**src/rtl/toi2s_i2s_tx.sv**
```systemverilog
// toi2s_i2s_tx: I2S serializer for the amplifier output pins.
// Stereo PCM pairs arrive over valid/ready; a one-pair buffer feeds the active frame.
module toi2s_i2s_tx #(
    parameter int DATA_W  = 16,
    parameter int SLOT_W  = 16,
    parameter int BCK_DIV = 4
) (
    input  logic              clk,
    input  logic              resetb,
    input  logic              ena,
    input  logic              s_valid,
    output logic              s_ready,
    input  logic [DATA_W-1:0] s_left,
    input  logic [DATA_W-1:0] s_right,
    output logic              i2s_bck,
    output logic              i2s_ws,
    output logic              i2s_d0,
    output logic              underrun,
    output logic              running
);
    localparam int FW = 2 * SLOT_W;
    localparam int PW = $clog2(FW);
    localparam int DW = (BCK_DIV > 1) ? $clog2(BCK_DIV) : 1;
    localparam logic [PW-1:0] P_LAST  = PW'(FW - 1);
    localparam logic [PW-1:0] P_RIGHT = PW'(SLOT_W);
    localparam logic [DW-1:0] D_LAST  = DW'(BCK_DIV - 1);

    typedef enum logic [1:0] {IDLE, WAIT, RUN} state_t;

    state_t            state;
    logic [DATA_W-1:0] act_l;
    logic [DATA_W-1:0] act_r;
    logic [DATA_W-1:0] buf_l;
    logic [DATA_W-1:0] buf_r;
    logic              buf_full;
    logic              buf_full_n;
    logic [DW-1:0]     div_cnt;
    logic [PW-1:0]     p;
    logic [PW-1:0]     p_n;
    logic [FW-1:0]     frame;
    logic              xfer;
    logic              fall;
    logic              wrap;

    // Frame bit k sits at frame[FW-1-k]; slot padding stays zero.
    always_comb begin
        frame = '0;
        frame[FW-1 -: DATA_W]     = act_l;
        frame[SLOT_W-1 -: DATA_W] = act_r;
    end

    assign xfer = s_valid & s_ready;
    assign fall = (state == RUN) && (div_cnt == D_LAST) && i2s_bck;
    assign wrap = fall && (p == P_LAST);
    assign p_n  = wrap ? '0 : p + PW'(1);

    always_comb begin
        buf_full_n = buf_full;
        if (wrap && buf_full) begin
            buf_full_n = 1'b0;
        end else if (xfer) begin
            buf_full_n = 1'b1;
        end
    end

    always_ff @(posedge clk) begin
        if (!resetb || !ena) begin
            state    <= IDLE;
            act_l    <= '0;
            act_r    <= '0;
            buf_l    <= '0;
            buf_r    <= '0;
            buf_full <= 1'b0;
            div_cnt  <= '0;
            p        <= '0;
            i2s_bck  <= 1'b0;
            i2s_ws   <= 1'b0;
            i2s_d0   <= 1'b0;
            underrun <= 1'b0;
            running  <= 1'b0;
            s_ready  <= 1'b0;
        end else begin
            underrun <= 1'b0;
            unique case (state)
                IDLE: begin
                    state   <= WAIT;
                    s_ready <= 1'b1;
                end
                WAIT: begin
                    if (xfer) begin
                        act_l   <= s_left;
                        act_r   <= s_right;
                        state   <= RUN;
                        running <= 1'b1;
                    end
                end
                RUN: begin
                    if (div_cnt == D_LAST) begin
                        div_cnt <= '0;
                        i2s_bck <= ~i2s_bck;
                    end else begin
                        div_cnt <= div_cnt + DW'(1);
                    end
                    // One-bit I2S delay: d0 carries the bit of the position just left.
                    if (fall) begin
                        p      <= p_n;
                        i2s_ws <= (p_n >= P_RIGHT);
                        i2s_d0 <= frame[P_LAST - p];
                    end
                    if (wrap) begin
                        act_l    <= buf_full ? buf_l : '0;
                        act_r    <= buf_full ? buf_r : '0;
                        underrun <= ~buf_full;
                    end
                    if (xfer) begin
                        buf_l <= s_left;
                        buf_r <= s_right;
                    end
                    buf_full <= buf_full_n;
                    s_ready  <= ~buf_full_n;
                end
                default: state <= IDLE;
            endcase
        end
    end
endmodule

```
**config.mk**
```make
export PLATFORM = sky130hd
export DESIGN_NAME = toi2s_i2s_tx
export DESIGN_NICKNAME = d
export VERILOG_FILES = /design/src/rtl/toi2s_i2s_tx.sv
export SDC_FILE = /design/constraint.sdc
export NUM_CORES = 1
export LEC_CHECK = 0
export ABC_AREA = 1
export ABC_CLOCK_PERIOD_IN_PS = 4000
export CORE_MARGIN = 2
export CORE_UTILIZATION = 50
export DETAILED_ROUTE_END_ITERATION = 10
export PLACE_DENSITY = 0.85
export SLEW_MARGIN = 20
export SYNTH_ARGS = -nofsm -noshare
export SYNTH_HDL_FRONTEND = slang
export SYNTH_SLANG_ARGS = --single-unit
```
**constraint.sdc**
```tcl
create_clock -name clk -period 4 [get_ports clk]
set_input_delay 0.8 -clock clk [delete_from_list [all_inputs] [get_ports clk]]
set_output_delay 0.8 -clock clk [all_outputs]
set_load 0.1 [all_outputs]
```
==> flow_summary_export.csv, run 1 <==
group,metric,value,unit
timing,finalSetupViolations,0,
cells_and_area,fin_area,4090,µm²
worst_setup_path,worst-path-buf-inv,1,
run_status,outcome,"complete, no violations",
global_route,track_usage,0.2230,
die,die_x,87.21,µm
synth,yosys_warnings,0,
clocking,clock-sinks,79,
synth,yosysTopAreaCellShare,0.4568,
worst_setup_path,critPathSlowestCell,"clkdlybuf4s50_1",
detailed_routing,wire_per_inst,13.58,µm
power,p_sw_frac,0.2159,
detailed_routing,antenna_left,0,
die,dieArea,7606,µm²
synth,ys_top_cells_by_count,"dfxtp_1, nand2_1, o21ai_0",
clocking,cts-root-buf,"clkbuf_8",
place,gpl.final_weighted_congestion,0.8677,
power,ir_drop,0.1791,mV
synth,synth_most_common_cell,"dfxtp_1",
synth,synth_ff_type,"dfxtp_1",
power,total_power,1.552,mW
cells_and_area,finish.utilization,0.6054,
detailed_routing,drc_errors,0,
place,dp_slack,1194,ps
clocking,clock_latency,360,ps
global_route,antenna_found_initial,0,
worst_setup_path,crit_family,"buffers and inverters",
cells_and_area,n_antenna_cell,0,
synth,post-synth-top-area-cell,"dfxtp_1",
power,clkPwrFrac,0.436,
place,dpl.cell_count,564,
power,pwr-share-seq,0.510,
flow_run,maxCapViolCount,0,
detailed_routing,drtIter0Drc,282,
worst_setup_path,start_kind,"register",
timing,whs,449.6,ps
worst_setup_path,crit_chain,"clkdlybuf4s50_1",
timing,min_period_over_period,0.6777,
die,fp.dieH,87.21,µm
timing,fmax,368.9,MHz
cells_and_area,nNetsFinal,534,
worst_setup_path,cpPeakStageDelay,1160,ps
detailed_routing,routed_via_density,5.659,
clocking,hold_buffers,0,
clocking,path_clk_slew,80,ps
timing,rsz0062_at_grt,"false",
power,switching_power,0.3351,mW
cells_and_area,fill_cells,597,
synth,yosys-top-cells-area,"dfxtp_1, o21ai_0, nand2_1",
worst_setup_path,worst_ep_required_time,3200,ps
clocking,cts_tree,"built",
timing,finalCriticalPeriod,2711,ps
timing,worst_pin_slew,967.5,ps
cells_and_area,stdcell_count,580,
worst_setup_path,critPathArrivalTime,1910,ps
die,rows,30,
power,p_leak,1.640,nW
place,placed_area,3859,µm²
timing,max_slew_margin,0.3530,
power,pwr-share-comb,0.053,
place,io_buffers,41,
clocking,cts_setup_buffers,0,
timing,finalMaxSlewViolations,0,
worst_setup_path,worstPathMaxFanout,3,
die,ios,42,
detailed_routing,wl,7877,µm
synth,ys_types,30,
power,power.internal,1.217,mW
timing,fin_ws,1289,ps
power,power.density,379.4,nW/µm²
clocking,clk_path_buf_depth,2,
clocking,htree_levels,3,
global_route,grt-ovfl-total,0,
die,core_area,6756,µm²
synth,async_flop_share,0,
synth,synth_seq_cells,79,
global_route,grt_max_degree,55,
place,hpwlAfterDp,4899,µm
worst_hold_path,hp-class,"reg2reg",
synth,syn_area_per_cell,7.319,µm²
cells_and_area,area_growth,18.14,%
die,initial_core_util,0.5124,
timing,fin_setup_tns,0,ps
timing,finalClockSkew,6.858,ps
cells_and_area,drive_above_1_share,0.06600,
detailed_routing,firstDrtPassIters,5,
clocking,cts_inserted_buffers,9,
global_route,first_global_vias,3160,
worst_setup_path,end_kind,"output port",
global_route,grt_first_pass_wirelength,13520,µm
worst_setup_path,worstSetupPathType,"reg2out",
detailed_routing,dr_total_vias,3282,
timing,hold_viol,0,
synth,ys_seq_area_frac,0.4568,
synth,synth_fp_nets,512,
synth,synth_edf_count,0,
synth,postSynthCellCount,473,
clocking,cts-resized-gates,0,
synth,synth_area,3462,µm²
==> routing by layer <==
| metal | track usage | part of all wire |
|---|---|---|
| met2 | 0.3782 | 0.48 |
| met1 | 0.2635 | 0.45 |
| met5 | 0 | 0 |
| met3 | 0.04929 | 0.053 |
| met4 | 0.1161 | 0.020 |
==> power by group through the flow <==
stage	sequential [mW]	combinational (mW)	clock, mW
floorplan	0.815	0.0305	0
global placement	0.810	0.0815	0
detailed placement	0.810	0.0824	0
CTS	0.792	0.0828	0.688
global route	0.792	0.0901	0.715
finish	0.792	0.0829	0.677
==> layout by cell type (no fill, tap or decap), types with 3 or more instances in the layout <==
cell type,n
dfxtp_1,79
nand2_1,78
o21ai_0,69
nor2_1,66
nand3_1,56
clkdlybuf4s50_1,41
a31oi_1,26
inv_1,19
a21oi_1,15
clkbuf_8,11
nor3_1,3
ha_1,3
buf_4,3
==> area by class of cell <==
| cell class | count | area, µm² | share of cell area |
|---|---|---|---|
| clock inverter | 5 | 80.08 | 0.01958 |
| multi-input combinational | 335 | 1625 | 0.3974 |
| inverter | 25 | 98.84 | 0.02417 |
| clock buffer | 11 | 151.4 | 0.03701 |
| sequential | 79 | 1582 | 0.3867 |
| timing repair buffer | 45 | 452.9 | 0.1107 |
| tap | 80 | 100.1 | 0.02447 |
==> registers in the layout, summed over array words and instances, names as in the netlist <==
register,count
buf_l,16
p,4
buf_full,1
i2s_ws,1
buf_r,16
div_cnt,2
state,2
act_r,16
i2s_d0,1
s_ready,1
underrun,1
i2s_bck,1
act_l,16
running,1
==> worst paths after layout <==
kind	start	end	slack, ps	cells past startpoint
setup / recovery	i2s_bck	i2s_bck	1290	1
hold / removal	running	running	450	2
setup reg to reg	state[1]	act_l[4]	1520	9
hold reg to reg	running	running	450	2
==> cells by family (layout without fill, tap and decap cells) <==
logic type      after synthesis  after routing  synth area share
compound gates              121            121            0.1973
simple gates                211            211            0.2613
flops                        79             79            0.4568
buf+inv                      59             86           0.07372
fa+ha+maj                     3              3           0.01084
(Power assumes the default switching activity.)
==> run 2: changes to the inputs <==
- ABC_CLOCK_PERIOD_IN_PS: 4000 -> 2500
- clock period: 4 -> 2.5 ns (I/O delays scaled with it)
==> flow_summary_export.csv, run 2 (synthesis results as in run 1) <==
group,metric,value,unit
place,hpwlAfterDp,5145,µm
detailed_routing,wl,7784,µm
timing,worst_pin_slew,799.1,ps
cells_and_area,nNetsFinal,539,
clocking,clock_latency,350,ps
detailed_routing,firstDrtPassIters,4,
place,placed_area,3881,µm²
die,dieArea,7606,µm²
die,core_area,6756,µm²
clocking,hold_buffers,0,
cells_and_area,drive_above_1_share,0.08317,
cells_and_area,n_antenna_cell,0,
worst_setup_path,critPathSlowestCell,"dfxtp_1",
timing,fmax,494.6,MHz
place,gpl.final_weighted_congestion,0.8714,
detailed_routing,wire_per_inst,13.31,µm
timing,hold_viol,0,
die,rows,30,
worst_setup_path,start_kind,"register",
die,fp.dieH,87.21,µm
global_route,grt_first_pass_wirelength,13230,µm
global_route,track_usage,0.2183,
timing,finalSetupViolations,0,
timing,fin_setup_tns,0,ps
flow_run,maxCapViolCount,0,
worst_setup_path,cpPeakStageDelay,460,ps
detailed_routing,drtIter0Drc,279,
timing,rsz0062_at_grt,"false",
clocking,cts-root-buf,"clkbuf_8",
clocking,htree_levels,3,
clocking,cts_tree,"built",
die,die_x,87.21,µm
worst_setup_path,end_kind,"register",
timing,finalCriticalPeriod,2022,ps
timing,finalClockSkew,6.266,ps
clocking,path_clk_slew,70,ps
timing,finalMaxSlewViolations,0,
global_route,antenna_found_initial,0,
detailed_routing,dr_total_vias,3214,
worst_setup_path,worstPathMaxFanout,43,
die,initial_core_util,0.5124,
timing,fin_ws,478.0,ps
worst_setup_path,critPathArrivalTime,2290,ps
global_route,first_global_vias,3059,
clocking,clk_path_buf_depth,2,
clocking,clock-sinks,79,
cells_and_area,area_growth,17.60,%
die,ios,42,
place,io_buffers,41,
power,p_leak,1.665,nW
cells_and_area,fin_area,4071,µm²
clocking,cts_setup_buffers,0,
timing,min_period_over_period,0.8088,
global_route,grt-ovfl-total,0,
detailed_routing,routed_via_density,5.494,
detailed_routing,drc_errors,0,
worst_setup_path,worst_ep_required_time,2770,ps
place,dp_slack,376.8,ps
clocking,cts_inserted_buffers,9,
worst_hold_path,hp-class,"reg2reg",
power,ir_drop,0.3044,mV
worst_setup_path,worstSetupPathType,"reg2reg",
global_route,grt_max_degree,44,
timing,max_slew_margin,0.4665,
worst_setup_path,crit_chain,"ha_1, inv_1, nor2_1, ha_1, nand2_2, nand2_2, buf_12, o21ai_0, a31oi_1",
cells_and_area,layout_commonest_cell,"dfxtp_1",
power,power.density,568.0,nW/µm²
run_status,outcome,"complete, no violations",
clocking,cts-resized-gates,0,
cells_and_area,mostFrequentLayoutCells,"dfxtp_1, nand2_1, o21ai_0",
detailed_routing,antenna_left,0,
-- run 2: cell count changes in the layout (fill, tap and decap cells not counted), sizes merged --
cell           before  now
buf                 4   15
clkinv              3    5
clkdlybuf4s50      41   35
clkbuf             11   12
clkinvlp            2    0
bufinv              2    1
-- run 2: final cells by class --
| cell class | instances | area (µm²) |
|---|---|---|
| clock buffer | 12 | 145.1 |
| inverter | 25 | 98.84 |
| tap | 80 | 100.1 |
| fill | 619 | 2685 |
| sequential | 79 | 1582 |
| clock inverter | 4 | 45.04 |
| multi-input combinational | 335 | 1625 |
| timing repair buffer | 50 | 475.5 |
-- run 2: power by group --
group | internal [mW] | switching (mW) | leakage [nW]
Sequential | 1.26 | 0.00352 | 0.637
Clock | 0.484 | 0.430 | 0.100
Combinational | 0.0681 | 0.0630 | 0.928
-- run 2: final timing paths --
kind              startpoint       end  slack [ps]  cells after the start
hold reg to reg      running   running         450                      2
setup reg to reg        p[0]  act_r[9]         480                      9
setup / recovery        p[0]  act_r[9]         480                      9
hold / removal       running   running         450                      2
-- run 2: worst max-delay path: cells and delay by family, from the launching register on --
kind | cells | cell delay [ps]
buffers and inverters | 2 | 290
DFF | 1 | 460
AOI/OAI and AO/OA | 2 | 280
adders and majority gates | 2 | 420
and+or+nand+nor | 3 | 480
-- run 2: routing by layer --
layer  wire (µm)  part of all wire  vias up  global-route usage
li1            -                 -     1653                   -
met1        3577              0.46     1474              0.2580
met2        3794              0.49       78              0.3810
met3         319             0.041        9             0.05118
met4          92             0.012        0             0.08671
met5           0                 0        -                   0
-- run 2: metrics by stage --
stage	hold slack (ps)	instances	power, mW	utilization
final	454.4	585	2.313	0.6026
after floorplan	429.3	473	1.352	-
after global placement	446.8	569	1.425	0.5744
after global routing	473.2	585	2.401	0.6026
after detailed placement	443.1	569	1.427	0.5744
after CTS	454.4	585	2.329	0.6026
